`config.mk`:
```
export PLATFORM = sky130hd
export DESIGN_NAME = mem_port_arbiter
export DESIGN_NICKNAME = d
export VERILOG_FILES = /design/src/rtl/mem_port_arbiter.sv
export SDC_FILE = /design/constraint.sdc
export NUM_CORES = 1
export LEC_CHECK = 0
export CORE_MARGIN = 2
export CORE_UTILIZATION = 42
export CTS_CLUSTER_DIAMETER = 80
export DETAILED_ROUTE_END_ITERATION = 10
export GPL_TIMING_DRIVEN = 0
export PLACE_DENSITY = 0.81
export SLEW_MARGIN = 20
export SYNTH_ARGS = -nofsm -noshare
export SYNTH_HDL_FRONTEND = slang
export SYNTH_SLANG_ARGS = --single-unit
```
`constraint.sdc`:
```
create_clock -name clk -period 6.6 [get_ports clk]
set_input_delay 0.99 -clock clk [delete_from_list [all_inputs] [get_ports clk]]
set_output_delay 0.99 -clock clk [all_outputs]
set_load 0.01 [all_outputs]
```
`src/rtl/mem_port_arbiter.sv`:
```
// -----------------------------------------------------------------------------
// mem_port_arbiter
//
// Shares one single-port unified instruction/data memory between two
// requesters: requester 0 is the multi-cycle CPU, requester 1 is the program
// loader / debug port. Each request is one word transfer with a req/ack
// handshake. Ties are broken round-robin.
//
// Each transfer runs IDLE/RESP (grant) -> ACCESS (memory cycle) -> RESP (ack).
// In RESP the other requester can be granted directly, so alternating traffic
// needs no IDLE bubble.
//
// Ports
//   clk, reset            clock (posedge) and asynchronous active-high reset
//   req0/req1             transfer request from CPU / loader
//   we0/we1               1 = write, 0 = read (sampled at grant)
//   addr0/addr1           byte address (sampled at grant)
//   wdata0/wdata1         write data (sampled at grant)
//   ack0/ack1             one-cycle completion pulse
//   rdata0/rdata1         read data, valid with ackN and held until next ackN
//   mem_addr, mem_wdata   to memory Address / Write_data
//   mem_read, mem_write   to memory MemRead / MemWrite
//   mem_rdata             from memory Mem_data (combinational read)
//   busy                  arbiter not idle
//   cnt0/cnt1             completed transfers per requester, wrapping
// -----------------------------------------------------------------------------
module mem_port_arbiter #(
    parameter int ADDR_W = 32,
    parameter int DATA_W = 32,
    parameter int CNT_W  = 16
) (
    input  logic              clk,
    input  logic              reset,
    input  logic              req0,
    input  logic              we0,
    input  logic [ADDR_W-1:0] addr0,
    input  logic [DATA_W-1:0] wdata0,
    input  logic              req1,
    input  logic              we1,
    input  logic [ADDR_W-1:0] addr1,
    input  logic [DATA_W-1:0] wdata1,
    output logic              ack0,
    output logic              ack1,
    output logic [DATA_W-1:0] rdata0,
    output logic [DATA_W-1:0] rdata1,
    output logic [ADDR_W-1:0] mem_addr,
    output logic [DATA_W-1:0] mem_wdata,
    output logic              mem_read,
    output logic              mem_write,
    input  logic [DATA_W-1:0] mem_rdata,
    output logic              busy,
    output logic [CNT_W-1:0]  cnt0,
    output logic [CNT_W-1:0]  cnt1
);

    typedef enum logic [1:0] {
        IDLE   = 2'd0,
        ACCESS = 2'd1,
        RESP   = 2'd2
    } state_t;

    state_t              state;
    state_t              next_state;
    logic                last;       // requester served most recently
    logic                owner;      // requester of the transfer in flight
    logic                lat_we;
    logic [ADDR_W-1:0]   lat_addr;
    logic [DATA_W-1:0]   lat_wdata;
    logic                grant;
    logic                grant_id;

    // State register. The asynchronous clear drops mem_read/mem_write at once,
    // so a write caught mid-ACCESS never reaches the memory.
    // NOTE: sequential state uses non-blocking assignments so every register
    // samples pre-edge values and simulation ordering cannot change results.
    always_ff @(posedge clk or posedge reset) begin
        if (reset) begin
            state <= IDLE;
        end else begin
            state <= next_state;
        end
    end

    // Next-state, arbitration and output decode. Memory-side outputs depend
    // only on registered state and latched fields, never on req/addr inputs.
    // NOTE: every output of this block gets a default first, so no path can
    // leave a signal unassigned and infer a latch.
    always_comb begin
        next_state = state;
        grant      = 1'b0;
        grant_id   = 1'b0;
        ack0       = 1'b0;
        ack1       = 1'b0;
        mem_read   = 1'b0;
        mem_write  = 1'b0;
        busy       = (state != IDLE);

        case (state)
            IDLE: begin
                if (req0 || req1) begin
                    grant      = 1'b1;
                    // Tie goes to whoever was not served last; otherwise the
                    // single requester wins.
                    grant_id   = (req0 && req1) ? ~last : req1;
                    next_state = ACCESS;
                end
            end

            ACCESS: begin
                mem_read   = ~lat_we;
                mem_write  = lat_we;
                next_state = RESP;
            end

            RESP: begin
                ack0 = ~owner;
                ack1 = owner;
                // The owner's req still reflects the finished transfer, so
                // only the other requester can be granted here.
                if (owner ? req0 : req1) begin
                    grant      = 1'b1;
                    grant_id   = ~owner;
                    next_state = ACCESS;
                end else begin
                    next_state = IDLE;
                end
            end

            default: begin
                next_state = IDLE;
            end
        endcase
    end

    // Datapath: request latching, read-data capture, round-robin pointer and
    // completion counters.
    always_ff @(posedge clk or posedge reset) begin
        if (reset) begin
            last      <= 1'b1;        // requester 0 wins the first tie
            owner     <= 1'b0;
            lat_we    <= 1'b0;
            lat_addr  <= '0;
            lat_wdata <= '0;
            rdata0    <= '0;
            rdata1    <= '0;
            cnt0      <= '0;
            cnt1      <= '0;
        end else begin
            if (grant) begin
                owner     <= grant_id;
                lat_we    <= grant_id ? we1    : we0;
                lat_addr  <= grant_id ? addr1  : addr0;
                lat_wdata <= grant_id ? wdata1 : wdata0;
            end

            if (state == ACCESS && !lat_we) begin
                if (owner) begin
                    rdata1 <= mem_rdata;
                end else begin
                    rdata0 <= mem_rdata;
                end
            end

            if (state == RESP) begin
                last <= owner;
                if (owner) begin
                    cnt1 <= cnt1 + 1'b1;
                end else begin
                    cnt0 <= cnt0 + 1'b1;
                end
            end
        end
    end

    assign mem_addr  = lat_addr;
    assign mem_wdata = lat_wdata;

endmodule

```
==> reports/metrics.csv, run 1 <==
stage;metric;value;unit
cts;post-CTS sizing;0;
floorplanning;Std-Cell Rows;48;
yosys;post-synthesis mux area share;0.305;
yosys;EDFF count, synth;0;
min_path;Hold Path Sink;cnt0[15];
yosys;Compound-Gate Fraction of Synth Area;0.00397;
run_status;status;complete, no violations;
floorplanning;die area;18300;um2
drt;vias;5293;
global_route;largest net degree at the start of global routing;102;
layout;share of cells above drive strength 1;0.172;
layout;Area Overhead vs Synth;59.0;%
floorplanning;die width;135;um
global_route;Total GRT Usage;0.228;
yosys;Mapped Cells;490;
layout;final core utilization;0.676;
timing;fmax;315;MHz
yosys;post-synthesis simple-gate area fraction;0.0523;
timing;Hold Vio Cnt, Final;0;
placement;Detailed Place HPWL;16.0;mm
global_route;initial antenna violation count;0;
timing;RSZ-0062 raised after global routing;no;
cts;Clock Pin Slew Worst Setup and Hold Paths;60;ps
timing;Slew headroom;0.652;
pwr;leakage power;4.83;nW
timing;worst-margin pin slew;522;ps
drt;1st-pass router iterations;5;
floorplanning;Placeable Area;17100;um2
yosys;xor/xnor share of the synthesized area;0.0363;
critical_path;worst setup path class;reg2out;
min_path;Hold Path Cell Cnt;1;
yosys;combinational family with the most area after synthesis;multiplexers;
critical_path;CP endpoint kind;output port;
cts;worst-case clock buffer depth;2;
cts;CTS Sinks;165;
min_path;Hold/Removal Path Class;reg2reg;
drt;post-route ant nets;0;
placement;area post-placement;10900;um2
cts;worst skew pair latency;420;ps
yosys;Synth Flop Type;dfrtp_1;
yosys;syn_area_per_cell;14.8;um2
critical_path;Worst setup SP type;register;
global_route;grt ovf;0;
pwr;pwr dens;441;nW/um2
layout;final layout net count;1008;
critical_path;CP max FO;9;
timing;Max Slew Vio Count;0;
drt;overall routed net length;20.3;mm
layout;design area;11500;um2
global_route;number of global-route vias before repair;5795;
timing;minimum clock period after layout;3180;ps
critical_path;Worst setup startpoint;state[1];
timing;Setup Skew;14.6;ps
yosys;area share of fa/ha/maj cells after synthesis;0.00345;
layout;most frequent cells in the layout;330 x clkdlybuf4s50_1, 164 x dfrtp_1, 110 x mux2_1, 86 x mux2_2, 23 x xnor2_1;
critical_path;R2R cell count;7;
floorplanning;I/O pin cnt;331;
yosys;share of flip-flops with an asynchronous set or reset;1.00;
critical_path;setup slack, reg-to-reg;4530;ps
cts;cts hold-fix bufs;0;
cts;postcts setup bufs;0;
critical_path;Req. time, crit path;5610;ps
cts;htree depth;4;
critical_path;FF-to-FF Start;owner;
critical_path;arrival time worst endpoint;2190;ps
placement;GP Congestion;0.803;
run;max-cap check violation count;0;
pwr;Max VDD drop;0.213;mV
critical_path;r2r endpoint;mem_wdata[0];
yosys;Netlist cell types;33;
yosys;syn nets;658;
drt;DRC Markers;0;
global_route;first-pass GRT wire length;31.8;mm
drt;routed wire length per instance;18.8;um
yosys;FF+latch count, synth;165;
cts;clock root buffer;clkbuf_16;
drt;routed vias/inst;4.91;
timing;Setup violations, final;0;
floorplanning;Initial Util;0.425;
drt;First DRT Iteration DRCs;154;
cts;CTS Buf Count;17;
timing;period utilisation layout;0.481;
yosys;synthesized cell area;7250;um2
layout;commonest non-fill, non-tap cell in the layout;clkdlybuf4s50_1;
yosys;post-synthesis sequential area ratio;0.570;
min_path;hold_sp;cnt0[15];
cts;TritonCTS clock tree;built;
layout;# diodes;0;
floorplanning;Die Span Y;135;um
placement;Port Buffer Count;330;
yosys;Syn. warnings;0;
-- layout make-up --
type	count	area (um2)
inverters	4	22.5
flip-flops and latches	165	4130
clock inverters	14	219
multi-input cells	296	2900
fillers	1206	5530
well taps	225	282
plain buffers	25	199
clock buffers	18	439
repair buffers	331	3330
-- per-stage QoR --
stage                     setup TNS, ps  power (W)  hold slack (ps)  cells  setup slack [ps]
final                                 0    0.00508              471   1078              3420
after global routing                  0    0.00535              499   1078              3300
after CTS                             0    0.00514              475   1078              3410
after detailed placement              0    0.00404              464   1046              3640
after global placement          -120880    0.00395              462   1045              -754
after floorplan                       0    0.00275              470    490              1150
-- worst max path at each step --
stage / slack [ps] / to / cells past startpoint
after detailed placement: 3640 / lat_we / 7
final: 3420 / ack0 / 3
after CTS: 3410 / ack0 / 3
after global placement: -750 / mem_addr[0] / 2
after floorplan: 1150 / cnt0[0] / 1
after global routing: 3300 / ack0 / 3
-- logic make-up (layout without fill, tap and decap cells) --
| kind of cell | Yosys count | in the layout |
|---|---|---|
| AO/OA/AOI/OAI | 5 | 5 |
| XOR/XNOR | 30 | 30 |
| adder cells (fa/ha/maj) | 2 | 2 |
| buffers and inverters | 29 | 392 |
| flip-flops | 165 | 165 |
| multiplexers | 196 | 196 |
| AND/OR/NAND/NOR | 63 | 63 |
-- cells in the mapped netlist, types with 4 or more instances --
cell / n / area share
buf_6: 9 / 0.014
nand4_1: 7 / 0.0060
nor2_1: 5 / 0.0026
inv_1: 4 / 0.0021
xnor2_1: 23 / 0.028
nor2b_1: 5 / 0.0043
buf_2: 6 / 0.0041
buf_4: 8 / 0.0083
nand2_1: 10 / 0.0052
mux2_2: 86 / 0.13
xor2_1: 7 / 0.0085
and3_1: 9 / 0.0078
nand3_1: 10 / 0.0069
and2_1: 4 / 0.0035
mux2_1: 110 / 0.17
dfrtp_1: 164 / 0.57
-- sequential cells by signal (all words and copies together) (netlist names) --
name	cells
mem_addr	32
mem_wdata	32
rdata0	32
rdata1	32
cnt0	16
cnt1	16
state	2
last	1
lat_we	1
owner	1
-- power by group --
part           internal (W)  total, W  switching (W)
Combinational       0.00139   0.00227       0.000882
Clock              0.000657   0.00109       0.000431
Sequential          0.00146   0.00172       0.000261
-- per-layer routing --
| metal | vias up | global-route usage | wire [um] |
|---|---|---|---|
| met5 | - | 0 | 0 |
| met4 | 0 | 0.0949 | 674 |
| met3 | 41 | 0.0748 | 1730 |
| met2 | 248 | 0.404 | 10400 |
| met1 | 2565 | 0.252 | 7440 |
| li1 | 2439 | - | - |
-- worst max-delay path, stage by stage, from the launching register on --
cell and delay [ps]:
dfrtp_1 470, nor2b_1 320, nor2b_1 340, clkdlybuf4s50_1 640
Note: power is estimated with default switching activity, not from simulation.
==> inputs of run 2 (changes only) <==
CORE_UTILIZATION = 38   (was 42)
PLACE_DENSITY = 0.77   (was 0.81)
clock period = 2.8 ns   (was 6.6 ns; I/O delays follow)
==> reports/metrics.csv, run 2 (synthesis gave the netlist of run 1 again) <==
stage;metric;value;unit
run_status;status;complete, no violations;
critical_path;arrival time worst endpoint;2200;ps
cts;worst-case clock buffer depth;2;
layout;final core utilization;0.618;
floorplanning;Die Span Y;142;um
drt;DRC Markers;0;
placement;GP Congestion;0.807;
floorplanning;Initial Util;0.387;
critical_path;CP endpoint kind;output port;
critical_path;worst setup path class;reg2out;
placement;Detailed Place HPWL;14.7;mm
critical_path;Req. time, crit path;2380;ps
critical_path;CP most frequent cell;nor2b_1;
drt;routed vias/inst;4.78;
timing;Setup Skew;8.56;ps
floorplanning;Std-Cell Rows;50;
timing;setup TNS;0;ps
critical_path;setup slack, reg-to-reg;840;ps
critical_path;crit path to;ack0;
layout;# diodes;0;
critical_path;Worst setup SP type;register;
layout;share of cells above drive strength 1;0.175;
layout;Layout fillers;1480;
cts;cts hold-fix bufs;0;
global_route;initial antenna violation count;0;
critical_path;Largest stage delay, worst path;630;ps
floorplanning;I/O pin cnt;331;
layout;Area Overhead vs Synth;59.5;%
critical_path;critical path depth;3;
timing;minimum clock period after layout;2620;ps
global_route;largest net degree at the start of global routing;34;
layout;most frequent cells in the layout;330 x clkdlybuf4s50_1, 164 x dfrtp_1, 110 x mux2_1, 86 x mux2_2, 23 x xnor2_1;
drt;routed wire length per instance;17.5;um
timing;Hold Vio Cnt, Final;0;
drt;post-route ant nets;0;
floorplanning;die area;20200;um2
critical_path;R2R cell count;6;
layout;final layout net count;1012;
critical_path;critical path cell sequence;nor2b_1 -> nor2b_1 -> clkdlybuf4s50_1;
cts;htree depth;4;
cts;worst skew pair latency;420;ps
timing;period utilisation layout;0.935;
critical_path;FF-to-FF Start;state[1];
floorplanning;Placeable Area;18700;um2
pwr;pwr dens;1020;nW/um2
cts;post-CTS sizing;0;
timing;Max Slew Vio Count;0;
cts;postcts setup bufs;0;
critical_path;CP max FO;9;
global_route;grt ovf;0;
drt;First DRT Iteration DRCs;101;
global_route;first-pass GRT wire length;30.2;mm
critical_path;Worst setup startpoint;state[1];
drt;overall routed net length;19.1;mm
critical_path;CP delay by family, top;simple AND/OR/NAND/NOR gates;
global_route;number of global-route vias before repair;5613;
cts;Clock Pin Slew Worst Setup and Hold Paths;70;ps
critical_path;Slowest-stage cell, CP;clkdlybuf4s50_1;
timing;worst-margin pin slew;456;ps
floorplanning;die width;142;um
pwr;leakage power;4.83;nW
layout;commonest non-fill, non-tap cell in the layout;clkdlybuf4s50_1;
cts;CTS Buf Count;17;
timing;WHS;316;ps
timing;Setup violations, final;0;
layout;register area;4130;um2
cts;TritonCTS clock tree;built;
global_route;Total GRT Usage;0.193;
pwr;Max VDD drop;0.502;mV
min_path;Hold/Removal Path Class;in2async;
critical_path;r2r endpoint;mem_wdata[3];
timing;fmax;382;MHz
pwr;total power;0.0117;W
placement;Port Buffer Count;330;
cts;clock root buffer;clkbuf_16;
run;max-cap check violation count;0;
placement;Placed Instances;1059;
drt;vias;5215;
layout;final non-filler cell total;1090;
layout;area of the multi-input gates;2900;um2
timing;Slew headroom;0.695;
cts;CTS Sinks;165;
critical_path;Critical path buffers and inverters;1;
drt;1st-pass router iterations;4;
timing;RSZ-0062 raised after global routing;no;
==> run 2: where the power goes <==
group / leakage (nW) / total [W] / internal [W] / switching, W
clock network: 0.293 / 0.00243 / 0.00144 / 0.000993
logic: 2.53 / 0.00531 / 0.00328 / 0.00204
registers: 2.01 / 0.00401 / 0.00344 / 0.000564
==> run 2: worst reg2reg max path: cells and delay by family (launching register included) <==
family / cells / cell delay [ps]
buffers and inverters: 2 / 360
flip-flops: 1 / 470
multiplexers: 2 / 650
AND/OR/NAND/NOR: 2 / 360
==> run 2: metal layers <==
layer | GRT usage | part of all wire
met5 | 0 | 0
met4 | 0.0653 | 0.023
met3 | 0.0767 | 0.092
met2 | 0.335 | 0.50
met1 | 0.218 | 0.39
==> run 2: area by class of cell <==
type / instances / area share
Sequential cell: 165 / 0.357
Inverter: 4 / 0.00162
Clock buffer: 18 / 0.0380
Buffer: 25 / 0.0172
Multi-Input combinational cell: 296 / 0.251
Tap cell: 234 / 0.0253
Clock inverter: 13 / 0.0148
Timing Repair Buffer: 335 / 0.294
==> run 2: worst min path at each step <==
stage / from / endpoint / depth (start not counted)
after global placement: cnt1[15] / cnt1[15] / 1
after CTS: reset / rdata1[23] / 2
after floorplan: last / last / 2
final: reset / rdata1[23] / 2
after global routing: reset / rdata1[23] / 2
after detailed placement: cnt1[15] / cnt1[15] / 1
==> run 2: per-stage QoR <==
stage               setup WS [ps]  instance area [um2]
floorplan                     282                 7250
global placement            -1190                10800
detailed placement            422                10900
CTS                           143                11600
global route                 42.5                11600
finish                        182                11600
==> inputs of run 3 (changes only) <==
MAX_ROUTING_LAYER = met4   (was not set)
==> reports/metrics.csv, run 3 (synthesis gave the netlist of run 1 again) <==
stage;metric;value;unit
critical_path;crit path to;ack0;
timing;Setup Skew;10.8;ps
layout;Area Overhead vs Synth;59.5;%
critical_path;CP max FO;9;
cts;TritonCTS clock tree;built;
critical_path;critical path cell sequence;nor2b_1 -> nor2b_1 -> clkdlybuf4s50_1;
global_route;Total GRT Usage;0.199;
drt;1st-pass router iterations;4;
cts;worst skew pair latency;420;ps
drt;vias;5219;
cts;clock root buffer;clkbuf_16;
cts;post-CTS sizing;0;
critical_path;Worst setup startpoint;state[1];
critical_path;Slowest-stage cell, CP;clkdlybuf4s50_1;
cts;postcts setup bufs;0;
layout;# diodes;0;
critical_path;FF-to-FF Start;owner;
timing;Setup violations, final;0;
critical_path;setup slack, reg-to-reg;840;ps
floorplanning;die width;142;um
layout;most frequent cells in the layout;330 x clkdlybuf4s50_1, 164 x dfrtp_1, 110 x mux2_1, 86 x mux2_2, 23 x xnor2_1;
floorplanning;Placeable Area;18700;um2
global_route;largest net degree at the start of global routing;34;
critical_path;CP most frequent cell;nor2b_1;
critical_path;Req. time, crit path;2380;ps
placement;GP Congestion;0.819;
timing;setup ws final;188;ps
min_path;Hold/Removal Path Class;in2async;
placement;Detailed Place HPWL;14.7;mm
cts;cts hold-fix bufs;0;
layout;commonest non-fill, non-tap cell in the layout;clkdlybuf4s50_1;
timing;RSZ-0062 raised after global routing;no;
critical_path;worst setup path class;reg2out;
run;max-cap check violation count;0;
global_route;initial antenna violation count;0;
layout;final layout net count;1012;
pwr;Max VDD drop;0.503;mV
timing;fmax;383;MHz
critical_path;Largest stage delay, worst path;620;ps
drt;routed vias/inst;4.79;
drt;First DRT Iteration DRCs;125;
layout;final core utilization;0.618;
timing;period utilisation layout;0.933;
pwr;pwr dens;1020;nW/um2
floorplanning;die area;20200;um2
critical_path;Worst setup SP type;register;
drt;post-route ant nets;0;
global_route;first-pass GRT wire length;30.1;mm
timing;Max Slew Vio Count;0;
cts;CTS Sinks;165;
drt;DRC Markers;0;
timing;Slew headroom;0.692;
cts;CTS Buf Count;17;
floorplanning;Die Span Y;142;um
run_status;status;complete, no violations;
global_route;number of global-route vias before repair;5637;
drt;routed wire length per instance;17.5;um
floorplanning;Std-Cell Rows;50;
cts;htree depth;4;
placement;Port Buffer Count;330;
drt;overall routed net length;19.0;mm
cts;worst-case clock buffer depth;2;
cts;Clock Pin Slew Worst Setup and Hold Paths;70;ps
floorplanning;Initial Util;0.387;
critical_path;r2r endpoint;mem_addr[0];
pwr;leakage power;4.83;nW
global_route;grt ovf;0;
layout;share of cells above drive strength 1;0.175;
timing;minimum clock period after layout;2610;ps
critical_path;arrival time worst endpoint;2190;ps
critical_path;CP endpoint kind;output port;
timing;worst-margin pin slew;462;ps
layout;Layout fillers;1480;
floorplanning;I/O pin cnt;331;
timing;Hold Vio Cnt, Final;0;
critical_path;R2R cell count;7;
placement;dpl ws;422;ps
## run 3: cell counts in the layout (fill, tap and decap cells not counted)
No cell type changed its count.
## run 3: per-stage QoR
step | TNS [ps] | power (W) | hold slack [ps] | std cells | instance area [um2]
after CTS | 0 | 0.0119 | 312 | 1090 | 11600
after global routing | 0 | 0.0124 | 308 | 1090 | 11600
after detailed placement | 0 | 0.00942 | 463 | 1059 | 10900
final | 0 | 0.0117 | 320 | 1090 | 11600
after global placement | -192360 | 0.00932 | 462 | 1054 | 10800
after floorplan | 0 | 0.00649 | 470 | 490 | 7250
## run 3: worst max-delay path, delay by kind of cell, from the launching register on
family,cells,cell delay (ps)
flip-flops,1,500
buffers and inverters,1,620
AND/OR/NAND/NOR,2,650
## run 3: area by class of cell
class	instances	area (um2)	share of cell area
buffer	25	199	0.0172
clock buffer	18	439	0.0380
clock inverter	13	171	0.0148
inverter	4	18.8	0.00162
multi-input combinational	296	2900	0.251
sequential	165	4130	0.357
tap	234	293	0.0253
timing repair buffer	335	3400	0.294
## run 3: per-layer routing
| layer | global-route usage | share of wire | vias up | routed length [um] |
|---|---|---|---|---|
| li1 | - | - | 2438 | - |
| met1 | 0.223 | 0.40 | 2531 | 7550 |
| met2 | 0.334 | 0.50 | 218 | 9480 |
| met3 | 0.0697 | 0.083 | 32 | 1580 |
| met4 | 0.0637 | 0.023 | 0 | 432 |
| met5 | - | 0 | - | 0 |
## run 3: how the worst min path moves through the flow
| stage | endpoint | slack, ps |
|---|---|---|
| after CTS | rdata1[23] | 310 |
| after floorplan | last | 470 |
| after detailed placement | cnt1[15] | 460 |
| final | rdata1[23] | 320 |
| after global placement | cnt1[15] | 460 |
| after global routing | rdata1[23] | 310 |
## run 3: where the power goes
group | switching (W) | internal, W
Sequential | 0.000564 | 0.00344
Clock | 0.000988 | 0.00144
Combinational | 0.00204 | 0.00328
